File: config.mk
export PLATFORM = sky130hd
export DESIGN_NAME = blink_code_sequencer
export DESIGN_NICKNAME = d
export VERILOG_FILES = /design/src/rtl/blink_seq_pkg.sv /design/src/rtl/blink_seq_timer.sv /design/src/rtl/blink_code_sequencer.sv
export SDC_FILE = /design/constraint.sdc
export NUM_CORES = 1
export LEC_CHECK = 0
export CAP_MARGIN = 10
export CORE_AREA = 2 2 87 89
export CTS_BUF_LIST = sky130_fd_sc_hd__clkbuf_4
export CTS_CLUSTER_DIAMETER = 150
export DETAILED_ROUTE_END_ITERATION = 12
export DIE_AREA = 0 0 89 91
export PLACE_DENSITY_LB_ADDON = 0.3
export SYNTH_ARGS = -nofsm -noshare
export SYNTH_HDL_FRONTEND = slang
export SYNTH_SLANG_ARGS = --single-unit
File: constraint.sdc
create_clock -name clk_i -period 2.3 [get_ports clk_i]
set_input_delay 0.345 -clock clk_i [delete_from_list [all_inputs] [get_ports clk_i]]
set_output_delay 0.345 -clock clk_i [all_outputs]
set_load 0.02 [all_outputs]
File: src/rtl/blink_seq_pkg.sv
// Shared types and sizing helpers for the blink code sequencer.
package blink_seq_pkg;

    typedef enum logic [1:0] {
        StIdle,
        StOn,
        StOff,
        StGap
    } state_e;

    function automatic int unsigned clocks_per_edge(input int unsigned clocks_per_period);
        return clocks_per_period / 2;
    endfunction

    function automatic int unsigned gap_cycles(input int unsigned clocks_per_period,
                                               input int unsigned gap_periods);
        return clocks_per_period * gap_periods;
    endfunction

    function automatic int unsigned timer_w(input int unsigned clocks_per_period,
                                            input int unsigned gap_periods);
        return $clog2(clocks_per_period * gap_periods);
    endfunction

endpackage

File: src/rtl/blink_seq_timer.sv
// Loadable down-counter that parks at zero; expired_o flags a zero count.
module blink_seq_timer #(
    parameter int unsigned Width = 3
) (
    input  logic             clk_i,
    input  logic             rst_ni,
    input  logic             load_i,
    input  logic [Width-1:0] load_value_i,
    output logic             expired_o
);

    logic [Width-1:0] count_q, count_d;

    always_comb begin
        count_d = count_q;
        if (load_i) begin
            count_d = load_value_i;
        end else if (count_q != '0) begin
            count_d = count_q - 1'b1;
        end
    end

    always_ff @(posedge clk_i) begin
        if (!rst_ni) begin
            count_q <= '0;
        end else begin
            count_q <= count_d;
        end
    end

    assign expired_o = (count_q == '0);

endmodule

File: src/rtl/blink_code_sequencer.sv
// Round-robin shared status LED: each requester's code is shown as code+1 blinks then a gap.
// Optional idle heartbeat on the LED when BLINK_SEQ_HEARTBEAT_EN is defined.
module blink_code_sequencer
    import blink_seq_pkg::*;
#(
    parameter int unsigned CLOCKS_PER_PERIOD = 50_000_000,
    parameter int unsigned NUM_REQ           = 4,
    parameter int unsigned CODE_W            = 3,
    parameter int unsigned GAP_PERIODS       = 3,
    localparam int unsigned ID_W             = $clog2(NUM_REQ)
) (
    input  logic                     clk_i,
    input  logic                     rst_ni,
    input  logic [NUM_REQ-1:0]       req_i,
    input  logic [NUM_REQ*CODE_W-1:0] code_i,
    output logic                     led_o,
    output logic                     busy_o,
    output logic [ID_W-1:0]          active_id_o,
    output logic                     done_o
);

    localparam int unsigned ClocksPerEdge = clocks_per_edge(CLOCKS_PER_PERIOD);
    localparam int unsigned GapCycles     = gap_cycles(CLOCKS_PER_PERIOD, GAP_PERIODS);
    localparam int unsigned TimerW        = timer_w(CLOCKS_PER_PERIOD, GAP_PERIODS);

    localparam logic [TimerW-1:0] EdgeLoad = TimerW'(ClocksPerEdge - 1);
    localparam logic [TimerW-1:0] GapLoad  = TimerW'(GapCycles - 1);

    state_e              state_q, state_d;
    logic [CODE_W-1:0]   blinks_left_q, blinks_left_d;
    logic [ID_W-1:0]     active_id_q, active_id_d;
    logic [ID_W-1:0]     last_grant_q, last_grant_d;
    logic                led_q, led_d;
    logic                busy_q, busy_d;
    logic                done_q, done_d;

    logic                tmr_load;
    logic [TimerW-1:0]   tmr_load_value;
    logic                tmr_expired;

    logic                grant_valid;
    logic [ID_W-1:0]     grant_idx;
    logic [ID_W-1:0]     scan_idx;
    logic [CODE_W-1:0]   sel_code;

    blink_seq_timer #(
        .Width(TimerW)
    ) u_timer (
        .clk_i       (clk_i),
        .rst_ni      (rst_ni),
        .load_i      (tmr_load),
        .load_value_i(tmr_load_value),
        .expired_o   (tmr_expired)
    );

    // Scan upward from the index after the last grant, wrapping, first hit wins.
    always_comb begin
        grant_valid = 1'b0;
        grant_idx   = '0;
        scan_idx    = '0;
        for (int unsigned k = 1; k <= NUM_REQ; k++) begin
            scan_idx = ID_W'((32'(last_grant_q) + k) % NUM_REQ);
            if (!grant_valid && req_i[scan_idx]) begin
                grant_valid = 1'b1;
                grant_idx   = scan_idx;
            end
        end
    end

    always_comb begin
        sel_code = '0;
        for (int unsigned i = 0; i < NUM_REQ; i++) begin
            if (grant_idx == ID_W'(i)) begin
                sel_code = code_i[i*CODE_W +: CODE_W];
            end
        end
    end

    always_ff @(posedge clk_i) begin
        if (!rst_ni) begin
            state_q       <= StIdle;
            blinks_left_q <= '0;
            active_id_q   <= '0;
            last_grant_q  <= ID_W'(NUM_REQ - 1);
            led_q         <= 1'b0;
            busy_q        <= 1'b0;
            done_q        <= 1'b0;
        end else begin
            state_q       <= state_d;
            blinks_left_q <= blinks_left_d;
            active_id_q   <= active_id_d;
            last_grant_q  <= last_grant_d;
            led_q         <= led_d;
            busy_q        <= busy_d;
            done_q        <= done_d;
        end
    end

    always_comb begin
        state_d        = state_q;
        blinks_left_d  = blinks_left_q;
        active_id_d    = active_id_q;
        last_grant_d   = last_grant_q;
        tmr_load       = 1'b0;
        tmr_load_value = EdgeLoad;
        unique case (state_q)
            StIdle: begin
                if (grant_valid) begin
                    state_d       = StOn;
                    blinks_left_d = sel_code;
                    active_id_d   = grant_idx;
                    last_grant_d  = grant_idx;
                    tmr_load      = 1'b1;
`ifdef BLINK_SEQ_HEARTBEAT_EN
                end else if (tmr_expired) begin
                    tmr_load = 1'b1;
`endif
                end
            end
            StOn: begin
                if (tmr_expired) begin
                    tmr_load = 1'b1;
                    if (blinks_left_q != '0) begin
                        blinks_left_d = blinks_left_q - 1'b1;
                        state_d       = StOff;
                    end else begin
                        tmr_load_value = GapLoad;
                        state_d        = StGap;
                    end
                end
            end
            StOff: begin
                if (tmr_expired) begin
                    tmr_load = 1'b1;
                    state_d  = StOn;
                end
            end
            StGap: begin
                if (tmr_expired) begin
                    state_d = StIdle;
`ifdef BLINK_SEQ_HEARTBEAT_EN
                    tmr_load = 1'b1;
`endif
                end
            end
            default: state_d = StIdle;
        endcase
    end

    // Outputs are computed from the next state so they can be registered without lag.
    always_comb begin
        busy_d = (state_d != StIdle);
        done_d = (state_q == StGap) && (state_d == StIdle);
        led_d  = (state_d == StOn);
`ifdef BLINK_SEQ_HEARTBEAT_EN
        if (state_q == StIdle && state_d == StIdle) begin
            led_d = tmr_expired ? ~led_q : led_q;
        end
`endif
    end

    assign led_o       = led_q;
    assign busy_o      = busy_q;
    assign done_o      = done_q;
    assign active_id_o = active_id_q;

endmodule

# Yosys cells after proc, flatten, opt, wreduce, memory -nomap -nowiden
# Index checks and enable logic that the tools add are counted.
# Widths: inputs -> output; s select.
op_classes:
  magnitude_cmp: 4
  n_eq_ne: 10
  mux: 38
  add_sub_neg: 6
  n_reduce_logical: 19
op_table:
  columns: ["op", "count"]
  rows:
  - ["$mux 28", 5]
  - ["$logic_not 28->1", 1]
  - ["$reduce_bool 28->1", 1]
  - ["$sub 28x1->28 const B", 1]
  - ["$mux 3", 7]
  - ["$mux 2", 8]
  - ["$lt 2x3->1 const B", 4]
  - ["$mux 1", 11]
  - ["$bmux 1 s2", 4]
  - ["$eq 2x2->1 const B", 4]
  - ["$pmux 2 s4", 1]
  - ["$eq 2x1->1 const B", 3]
  - ["$logic_not 2->1", 3]
  - ["$ne 2x2->1 const B", 3]
  - ["$pmux 3 s2", 1]
  - ["$reduce_bool 2->1", 3]
  - ["$add 2x1->2 const B", 2]
  - ["$add 2x2->2 const B", 2]
  - ["$logic_and 1x1->1", 4]
  - ["$reduce_and 4->1", 1]
  - ["$logic_not 1->1", 3]
  - ["$reduce_bool 3->1", 1]
  - ["$sub 3x1->3 const B", 1]
  - ["$pmux 1 s2", 1]
  - ["2 further kinds", 2]
word_totals:
  out_inout_bits: 5
  in_bits: 18
  register_bits: 40
  word_cells: 85

# Depth between registers and ports, before layout
logic_depth:
  depth_word: 20
  mapped_depth: 9
  depth_no_buf: 8

# Cells and area by module
# From an unflattened synthesis, not the netlist that was laid out.
hier_totals:
  cells_unflattened: 305
  hier_area_um2: 2411.1
modules_own_cells:
  columns: ["mod", "n_inst", "cells_each", "area_per_inst_um2", "seq_area_each_um2"]
  rows:
  - ["blink_seq_timer", 1, 196, 1552.7, 560.5]
  - ["blink_code_sequencer", 1, 109, 858.3, 240.2]

# Worst setup path before layout
# No wires, ideal clock.
synth_path:
  kind: "reg2reg"
  from: "reg u_timer.count_q[19]"
  to: "reg u_timer.count_q[27]"
  setup_time_ns: 0.070
  n_path_buf: 0
  period_less_slack_ns: 2.193
  path_stages_with_launch: 7
  t_arrival_ns: 2.123
  setup_slack_ns: 0.107
  t_required_ns: 2.230
  cell_sequence: "dfxtp_1 > or4_4 > or2_4 > nor3_4 > mux2i_1 > nand2_1 > a21oi_1"
synth_via:
  elab_chain_cells: 4
  word_cells_on_any_way: 10
  classes_between: "add/sub (1); mux (6); reduce/logical (3)"
synth_lines:
  columns: ["element", "line", "text"]
  rows:
  - ["start: declaration", "blink_seq_timer.sv:12", "logic [Width-1:0] count_q, count_d;"]
  - ["start signal: assignment", "blink_seq_timer.sv:27", "count_q <= count_d;"]
  - ["branches (longest 4 deep; another with $sub 28x1->28)", null, null]
# Parallel ways; which one is timed is not known. The select of a mux whose other input is x is not followed.
# A chain may end at the register's enable or synchronous reset.

# Worst setup path after layout
layout_path:
  from: "reg u_timer.count_q[12]"
  to: "reg blinks_left_q[0]"
layout_via:
  elab_chain_cells: 3
layout_lines:
  columns: ["element", "line", "text"]
  rows:
  - ["$logic_not 28->1", "blink_seq_timer.sv:31", "assign expired_o = (count_q == '0);"]
  - ["$ne 2x2->1 (no line)", null, null]
  - ["$reduce_and 4->1 (no line)", null, null]
  - ["end signal: assignment", "blink_code_sequencer.sv:90", "blinks_left_q <= blinks_left_d;"]
  - ["end: declaration", "blink_code_sequencer.sv:30", "logic [CODE_W-1:0] blinks_left_q, blinks_left_d;"]
# Every way passes these cells.

==> results.md <==
- Outcome: completed
- Final #Nets: between 300 and 400
- Hold_ws: 0.484 ns
- Mean post-synth cell area: ~8.6 um2
- Skew-Pair Late Insertion Delay: 0.37 ns
- Slew Viols, Final: 0
- DRT iter0 DRCs: between 60 and 70
- Initial antenna violation count: 0
- Crit-path most repeated cell: buf_4
- Worst Clk Skew: ~0.023 ns
- Mapped Nets: about 300
- Design area: 3060 um2
- Vias per Instance: just under 5
- Worst-path fanout max: 6
- Non-filler cells, final: roughly 430
- Root Buffer: clkbuf_4
- Max_slew headroom: approximately two thirds
- Power, Total: just under 0.002 W
- Fraction of registers with async set/reset: 0%
- Switching pwr: approximately 0.00063 W
- H-tree levels: 2
- Die ar.: approximately 8100 um2
- Clock transition at path regs: about 0.14 ns
- Switching Fraction: between 30 and 40%
- Worst path slowest cell: dfxtp_2
- Top FF cell, synth: dfxtp_1
- Most frequent cells in the layout: 39 x dfxtp_1, 33 x buf_4, 24 x nor2_1, 24 x nand2_1, 22 x clkdlybuf4s50_1
- Final setup viols: 0
- Diodes inserted: 0
- CTS Buffer Depth: 2
- IO Port Bufs: 22
- Critical path required time: between 2 and 3 ns
- Post-synth EDFFs: 0
- Hold crit path type: register to register
- Vias in the first global route: ~2,000
- Clock share of power: 24.6%
- CORE AREA: approximately 7000 um2
- Post-synthesis cell count: about 280
- CP Launch Type: register
- Tot GR Track Use: between 10% and 20%
- Clock sinks: 40
- Buf/Inv on CP: 2
- Crit path time final: 2.22 ns
- FP Rows: 31
- Yosys reg bits: 40
- Grt ovf: 0
- FMAX: 450 MHz
- Hold_buf cts: 0
- Largest net degree at the start of global routing: 14
- First-pass GRT wire length: just over 9000 um
- Worst setup EP type: register
- CTS tree: built
- Sequential share of power: between 40% and 50%
- Width of the die: between 80 and 90 um
- Io pins: 23
- Leakage: approximately 1.2 nW
- Internal power: ~0.0013 W
- Synth cell types: 50
- Critical Path Max Stage Delay: approximately 0.39 ns
- Final worst-path cycle share: about 97%
- Total CTS buffers: 5
- Commonest non-fill, non-tap cell in the layout: dfxtp_1
- Total wire length: 5310 um
- CP arrival: around 2.5 ns
- Mean routed wirelength per cell: around 12 um
- Final Util: 42.9%
- DR vias: 2,120
- Initial Util: 33.2%
- Max_cap viols: 0
- Antenna-violating nets left: 0
- Critical path type: register to register
- Maximum vdd drop: between 0.2 and 0.3 mV
- Area Growth Syn to Fin: 29.3%
- Hold Vio Cnt, Final: 0
- Drt pass-1 iters: 4
- Drt drc: 0
- Yosys warning count: 0
- Crit path cell chain: nor4_4 > nand4b_1 > buf_4 > nor3_4 > buf_4 > a31o_2 > o21ai_0 > o221a_2
- Inst Count DP: 416
- # fillers: approximately 730
- Seq/Total Area, Yosys: between 30 and 40%
- Die H: 91 um
- Area after DPL: 2890 um2
- Share of cells above drive strength 1: a little over a fifth
- P per Cell Area: around 640 nW/um2
- Post-DP HPWL: 3990 um
- Combinational Power Share: roughly a third
- Delay-heaviest family, CP: simple AND/OR/NAND/NOR gates
- Worst slew pin tran: roughly 0.48 ns
- Synthesized area: between 2000 and 2500 um2
- Gpl congestion: 0.811
layer usage:
metal / vias to the layer above / global-route usage [%] / share of wire [%]
met4: 0 / 5.10 / 1.6
met1: 992 / 18.5 / 49
li1: 1093 / - / -
met2: 27 / 22.6 / 47
met3: 8 / 2.73 / 2.4
met5: - / 0 / 0
worst min-delay path: stages, from the launching register on:
cell and delay (ns):
dfxtp_1 0.34, nand2_1 0.05, a21boi_0 0.06
cells in the mapped netlist (all sizes together), types with 5 or more instances:
cell type  instances  area share, %
dfxtp             40             34
nand2             25            4.0
nor2              25            4.0
a21oi             17            3.8
xnor2             15            5.5
a21boi            13            4.1
nor3              13            3.9
nor4              13            4.2
nand3             10            2.1
xor2              10            3.7
clkbuf             9            1.4
mux2i              9            3.8
o21ai              9            1.9
ha                 8            4.2
inv                7            1.1
or4                6            2.2
nand2b             5            1.3
nand4              5            1.3
cell families after synthesis:
group / Yosys count / share of synthesized area (%)
mux: 10 / 4.28
buf+inv: 17 / 2.75
flops: 40 / 33.8
compound gates: 50 / 14.2
fa+ha+maj: 8 / 4.23
simple gates: 126 / 31.4
xor+xnor: 25 / 9.25
state kept, by name, indices dropped and copies added, names as in the netlist:
register / count
led_o: 1
last_grant_q: 2
done_o: 1
blinks_left_q: 3
state_q: 2
busy_o: 1
active_id_o: 2
u_timer.count_q: 28
power by group through the flow:
stage / Sequential [W] / Clock (W) / Combinational (W)
2_1_floorplan: 0.000856 / 0 / 0.000379
3_3_place_gp: 0.000854 / 0 / 0.000595
3_5_place_dp: 0.000856 / 0 / 0.000597
4_1_cts: 0.000843 / 0.000494 / 0.000603
5_1_grt: 0.000861 / 0.000518 / 0.000689
6_report: 0.000849 / 0.000479 / 0.000616
stage by stage:
| step | setup TNS, ns | setup WS [ns] |
|---|---|---|
| detailed placement | -0.00558 | -0.00558 |
| floorplan | 0 | 0.107 |
| global placement | 0 | 0.0387 |
| global route | -0.00597 | -0.00444 |
| CTS | 0 | 0.0378 |
| finish | 0 | 0.0778 |
timing repair:
action	in CTS	in global routing
gates cloned	0	0
gates resized for setup	1	11
setup buffers	0	4
pin swaps	0	3
endpoints found under the setup margin	7	22
path summary, 6_finish.rpt:
| path | startpoint | depth (start not counted) | to | slack, ns |
|---|---|---|---|---|
| max | u_timer.count_q[12] | 8 | blinks_left_q[0] | 0.08 |
| min | active_id_o[1] | 2 | active_id_o[1] | 0.48 |
| min reg2reg | active_id_o[1] | 2 | active_id_o[1] | 0.48 |
| max reg2reg | u_timer.count_q[12] | 8 | blinks_left_q[0] | 0.08 |
final cells by class:
type	count	area [um2]	area share, %
clock inverter	3	42.5	1.39
sequential	40	802	26.2
tap	99	124	4.05
timing repair buffer	55	468	15.3
multi-input combinational	219	1560	51.0
inverter	7	26.3	0.859
clock buffer	5	37.5	1.23
Power figures use the tool's default switching activity.
